### config.mk
export PLATFORM = sky130hd
export DESIGN_NAME = mem_load_run_check
export DESIGN_NICKNAME = d
export VERILOG_FILES = /design/src/rtl/mem_load_run_check.sv
export SDC_FILE = /design/constraint.sdc
export NUM_CORES = 1
export LEC_CHECK = 0
export CAP_MARGIN = 20
export CORE_ASPECT_RATIO = 0.7
export CORE_UTILIZATION = 44
export DETAILED_ROUTE_END_ITERATION = 8
export PLACE_DENSITY = 0.77
export SLEW_MARGIN = 40
export SYNTH_ARGS = -nofsm -noshare
export SYNTH_HDL_FRONTEND = slang
export SYNTH_SLANG_ARGS = --single-unit
export TNS_END_PERCENT = 100
### constraint.sdc
create_clock -name clk -period 4.55 [get_ports clk]
set_input_delay 1.1375 -clock clk [delete_from_list [all_inputs] [get_ports clk]]
set_output_delay 1.1375 -clock clk [all_outputs]
set_load 0.02 [all_outputs]
### src/rtl/mem_load_run_check.sv
// Load/run/check sequencer for the processor external memory port: streams a program
// image in with the CPU paused, lets it run for a fixed time, then reads back and compares results.
module mem_load_run_check #(
  parameter int         ADDR_W      = 32,
  parameter int         DATA_W      = 32,
  parameter int         LOAD_BASE   = 1024,
  parameter int         LOAD_WORDS  = 16384,
  parameter int         RUN_CYCLES  = 200,
  parameter int         CHECK_BASE  = 20000,
  parameter int         CHECK_WORDS = 50,
  parameter int         RD_LAT      = 1,
  parameter int         CNT_W       = 16,
  parameter logic [2:0] MODE_NONE   = 3'd0,
  parameter logic [2:0] MODE_WORD   = 3'd3
) (
  input  logic              clk,
  input  logic              rst,
  input  logic              start,
  input  logic              abort,
  input  logic              load_valid,
  input  logic [DATA_W-1:0] load_data,
  output logic              load_ready,
  input  logic              exp_valid,
  input  logic [DATA_W-1:0] exp_data,
  output logic              exp_ready,
  output logic              pause,
  output logic              externalMemoryControl,
  output logic [ADDR_W-1:0] externalAddress,
  output logic [DATA_W-1:0] externalData,
  output logic [2:0]        externalReadMode,
  output logic [2:0]        externalWriteMode,
  input  logic [DATA_W-1:0] externalDataOut,
  output logic              busy,
  output logic              done,
  output logic              pass,
  output logic [CNT_W-1:0]  mismatch_count,
  output logic [CNT_W-1:0]  first_fail_index,
  output logic [DATA_W-1:0] first_fail_data
);

  typedef enum logic [2:0] {
    S_IDLE, S_LOAD, S_RUN, S_CHK_ADDR, S_CHK_WAIT, S_CHK_CMP, S_DONE
  } state_t;

  state_t r_state, w_next;

  // r_cnt is shared: load word index, run cycle count, read-latency wait count
  logic [31:0]       r_cnt;
  logic [31:0]       r_j;
  logic [CNT_W-1:0]  r_mm;
  logic [CNT_W-1:0]  r_ffi;
  logic [DATA_W-1:0] r_ffd;
  logic              r_abort;

  logic              w_load_last, w_run_last, w_wait_last, w_chk_last, w_miss, w_go;
  logic [ADDR_W-1:0] w_ld_addr, w_ck_addr;

  assign w_load_last = (r_cnt == 32'(LOAD_WORDS - 1));
  assign w_run_last  = (r_cnt == 32'(RUN_CYCLES - 1));
  assign w_wait_last = (r_cnt == 32'(RD_LAT - 1));
  assign w_chk_last  = (r_j   == 32'(CHECK_WORDS - 1));
  assign w_miss      = (externalDataOut != exp_data);
  assign w_go        = start && !abort;
  assign w_ld_addr   = ADDR_W'(LOAD_BASE)  + ADDR_W'({r_cnt, 2'b00});
  assign w_ck_addr   = ADDR_W'(CHECK_BASE) + ADDR_W'({r_j, 2'b00});

  always_ff @(posedge clk or posedge rst) begin
    if (rst) begin
      r_state <= S_IDLE;
      r_cnt   <= '0;
      r_j     <= '0;
      r_mm    <= '0;
      r_ffi   <= '0;
      r_ffd   <= '0;
      r_abort <= 1'b0;
    end else begin
      r_state <= w_next;
      case (r_state)
        S_IDLE, S_DONE: begin
          if (w_go) begin
            r_cnt   <= '0;
            r_j     <= '0;
            r_mm    <= '0;
            r_ffi   <= '0;
            r_ffd   <= '0;
            r_abort <= 1'b0;
          end
        end
        S_LOAD: begin
          if (abort)           r_abort <= 1'b1;
          else if (load_valid) r_cnt   <= w_load_last ? '0 : r_cnt + 32'd1;
        end
        S_RUN: begin
          if (abort) r_abort <= 1'b1;
          else       r_cnt   <= w_run_last ? '0 : r_cnt + 32'd1;
        end
        S_CHK_ADDR: begin
          if (abort) r_abort <= 1'b1;
          else       r_cnt   <= '0;
        end
        S_CHK_WAIT: begin
          if (abort) r_abort <= 1'b1;
          else       r_cnt   <= r_cnt + 32'd1;
        end
        S_CHK_CMP: begin
          if (abort) r_abort <= 1'b1;
          else if (exp_valid) begin
            if (w_miss) begin
              if (r_mm != '1) r_mm <= r_mm + 1'b1;
              if (r_mm == '0) begin
                r_ffi <= CNT_W'(r_j);
                r_ffd <= externalDataOut;
              end
            end
            r_j <= r_j + 32'd1;
          end
        end
        default: ;
      endcase
    end
  end

  always_comb begin
    w_next = r_state;
    case (r_state)
      S_IDLE, S_DONE: if (w_go) w_next = (LOAD_WORDS == 0) ? S_RUN : S_LOAD;
      S_LOAD:     if (abort) w_next = S_DONE;
                  else if (load_valid && w_load_last) w_next = S_RUN;
      S_RUN:      if (abort) w_next = S_DONE;
                  else if (w_run_last) w_next = (CHECK_WORDS == 0) ? S_DONE : S_CHK_ADDR;
      S_CHK_ADDR: w_next = abort ? S_DONE : S_CHK_WAIT;
      S_CHK_WAIT: if (abort) w_next = S_DONE;
                  else if (w_wait_last) w_next = S_CHK_CMP;
      S_CHK_CMP:  if (abort) w_next = S_DONE;
                  else if (exp_valid) w_next = w_chk_last ? S_DONE : S_CHK_ADDR;
      default:    w_next = S_IDLE;
    endcase
  end

  // Port outputs are decoded from state so an async reset takes effect immediately
  always_comb begin
    pause                 = 1'b1;
    externalMemoryControl = 1'b1;
    externalAddress       = '0;
    externalData          = '0;
    externalReadMode      = MODE_NONE;
    externalWriteMode     = MODE_NONE;
    load_ready            = 1'b0;
    exp_ready             = 1'b0;
    busy                  = 1'b0;
    done                  = 1'b0;
    case (r_state)
      S_LOAD: begin
        busy            = 1'b1;
        load_ready      = 1'b1;
        externalAddress = w_ld_addr;
        externalData    = load_data;
        if (load_valid) externalWriteMode = MODE_WORD;
      end
      S_RUN: begin
        busy                  = 1'b1;
        pause                 = 1'b0;
        externalMemoryControl = 1'b0;
      end
      S_CHK_ADDR, S_CHK_WAIT, S_CHK_CMP: begin
        busy             = 1'b1;
        externalAddress  = w_ck_addr;
        externalReadMode = MODE_WORD;
        exp_ready        = (r_state == S_CHK_CMP);
      end
      S_DONE: done = 1'b1;
      default: ;
    endcase
  end

  assign pass             = done && !r_abort && (r_mm == '0);
  assign mismatch_count   = r_mm;
  assign first_fail_index = r_ffi;
  assign first_fail_data  = r_ffd;

endmodule

==> summary.md <==
| Metric | Value |
|---|---|
| Status | finished, final reports clean |
| Final setup fails | 0 |
| Final std cell area, no fill | 0.0118 mm2 |
| Final ANT Viol Nets | 0 |
| P_sw | 2.12 mW |
| Dpl ws | 0.566 ns |
| Logic pwr share | 0.447 |
| Hold-fix buffers, CTS | 0 |
| CP arrival | 3.24 ns |
| Leak | 5.05 nW |
| First-pass detailed-route iteration total | 5 |
| Hold slack final | 0.520 ns |
| Class of the most critical setup path | reg2out |
| Internal Power | 3.17 mW |
| Fin. Hold Viols | 0 |
| Vias in the first global route | 7980 |
| Minimum clock period | 4.38 ns |
| Data required, critical path | 3.41 ns |
| RSZ-0062 raised after global routing | false |
| Clk pin slew, worst setup/hold paths | 0.06 ns |
| Via total after detailed routing | 8265 |
| Asr flop ratio synth | 1.00 |
| Post-Synthesis Cell Area | 0.00869 mm2 |
| Mapped Avg Cell Area | 8.64 um2 |
| I/O Pins | 243 |
| CP Launch Type | flip-flop |
| Bufs on Longest Clock Path | 2 |
| Die Area | 0.0203 mm2 |
| GRT Total Usage | 0.274 |
| Hold path depth | 2 |
| Synth warnings | 0 |
| Post-synth top area cell | dfrtp_1 |
| First-pass GRT wire length | 42800 um |
| Layout net count | 1320 |
| Area after DPL | 0.0112 mm2 |
| Root Buffer | clkbuf_16 |
| R2r setup slk | 1.47 ns |
| Post-Syn Instances | 1006 |
| Worst hold path class | reg2reg |
| Ys flop type | dfrtp_1 |
| Post-synth top area share | 0.380 |
| Max VDD drop | 298 uV |
| TritonCTS clock tree | built |
| Share of layout cells above drive strength 1 | 0.0639 |
| IO Port Bufs | 238 |
| Via/cell ratio | 5.56 |
| Routed wire length | 27000 um |
| Final period util | 0.962 |
| Max_slew headroom | 0.501 |
| Worst Reg-to-Reg Cells | 7 |
| Total gr overflow | 0 |
| Skew final | 0.0107 ns |
| Seq pwr share | 0.298 |
| Post-synth EDFFs | 0 |
| Clock share of power | 0.254 |
| Crit path max fanout | 9 |
| Worst setup EP type | output pin |
| CTS Sinks | 132 |
| DP HPWL | 20200 um |
| TritonCTS buffer count | 17 |
| Max-cap violations | 0 |
| Max Slew Vio Count | 0 |
| PwrDens | 449 mW/mm2 |
| Height of the die | 120 um |
| Die Span X | 170 um |
| Core ar. | 0.0191 mm2 |
| F_max | 0.228 GHz |
| Sw frac | 0.401 |
| Drt wl/cell | 18.2 um |
| Largest net degree at the start of global routing | 105 |
| Clk Latency, worst-skew pair | 0.43 ns |
| Post-synthesis to final-layout area growth | 35.6% |
| Initial DRC count | 667 |
| Netlist cell types | 62 |
| Top cells by area, synth | dfrtp_1 38%, xor2_1 7.4%, xnor2_1 5.6%, mux2i_1 5.5%, nand2_1 4.8% |
| Sequential share of the synthesized area | 0.380 |
| Setup_tns | 0 ns |
| Post-synthesis register bit count | 132 |
| DRC | 0 |
| Post-CTS Setup Bufs | 0 |
| Fin worst setup slack | 0.173 ns |
| Max H-tree Level | 4 |
| Initial antenna violation count | 1 |
| Number of gates resized after CTS | 0 |
| Row Count | 42 |
| Worst-Margin Slew | 0.744 ns |
| Initial cell density of the core | 0.454 |
| Routability Congestion | 0.898 |
| Final core occ | 0.616 |
-- worst paths after layout --
check	startpoint	end
max	r_j[15]	externalAddress[23]
min	first_fail_data[4]	first_fail_data[4]
max reg2reg	r_state[0]	first_fail_data[23]
min reg2reg	first_fail_data[4]	first_fail_data[4]
max in group asynchronous	rst	r_j[15]
min in group asynchronous	rst	mismatch_count[1]
-- cells in the mapped netlist (all sizes together) (3+ instances only) --
cell type / n
nand4: 35
nand2b: 3
xnor2: 56
and3: 53
or3: 15
mux2i: 48
buf: 39
a21oi: 34
clkbuf: 35
nor3: 24
nor2: 88
and4: 10
nand2: 111
nand3: 37
a21o: 3
o211ai: 3
ha: 10
o21ai: 25
inv: 66
xor2: 73
nor2b: 4
dfrtp: 132
o21bai: 3
o22ai: 24
and2: 3
mux2: 3
nor4b: 4
nor3b: 3
or4: 8
nor4: 23
o31ai: 9
-- power groups by stage --
stage | combinational (mW) | sequential, mW | clock (mW)
finish | 2.37 | 1.58 | 1.35
CTS | 2.37 | 1.57 | 1.36
global placement | 2.33 | 1.58 | 0
floorplan | 1.14 | 1.76 | 0
global route | 2.53 | 1.60 | 1.41
detailed placement | 2.35 | 1.59 | 0
-- registers in the layout, summed over array words and instances (netlist names) --
name,flops
first_fail_data,32
first_fail_index,16
mismatch_count,16
r_abort,1
r_cnt,32
r_j,32
r_state,3
-- worst max-delay path: stages (launching register included) --
cell and delay, ns:
dfrtp_1 0.54, nand4_1 0.28, or3_4 0.52, o21bai_1 0.30, xor2_1 0.20, o22ai_1 0.30, clkdlybuf4s50_1 0.67
-- cell usage in the layout, fill, tap and decap left out, types with 37 or more instances in the layout --
| cell type | n |
|---|---|
| xor2_1 | 73 |
| and3_1 | 53 |
| mux2i_1 | 48 |
| nand2_1 | 110 |
| dfrtp_1 | 132 |
| inv_1 | 65 |
| xnor2_1 | 56 |
| clkdlybuf4s50_1 | 238 |
| nand3_1 | 37 |
| nor2_1 | 87 |
-- per-layer routing --
| layer | global-route usage | vias up | routed length [um] |
|---|---|---|---|
| met3 | 0.0745 | 45 | 2310 |
| met4 | 0.0856 | 0 | 563 |
| met2 | 0.415 | 357 | 12000 |
| li1 | - | 3856 | - |
| met1 | 0.378 | 4007 | 12100 |
| met5 | 0 | - | 0 |
-- cell families after synthesis --
logic type,after synthesis,synth area share
other,1,0.000431
muxes,51,0.0592
buffers and inverters,142,0.0747
AOI/OAI and AO/OA,114,0.0849
xor gates and xnor gates,129,0.130
and+or+nand+nor,426,0.255
DFF,132,0.380
adders and majority gates,11,0.0155
-- through the flow --
step | instances | power (mW)
after floorplan | 1009 | 2.90
after global placement | 1453 | 3.91
after detailed placement | 1453 | 3.94
after CTS | 1485 | 5.31
after global routing | 1486 | 5.55
final | 1486 | 5.29
-- layout make-up --
cell class | instances | area [um2]
Inverter | 68 | 259
Tap cell | 264 | 330
Fill cell | 1686 | 7340
Clock buffer | 19 | 433
Sequential cell | 132 | 3300
Clock inverter | 13 | 136
Multi-Input combinational cell | 735 | 4800
Timing Repair Buffer | 254 | 2530
Antenna cell | 1 | 2.50
Note: power is estimated with default switching activity, not from simulation.
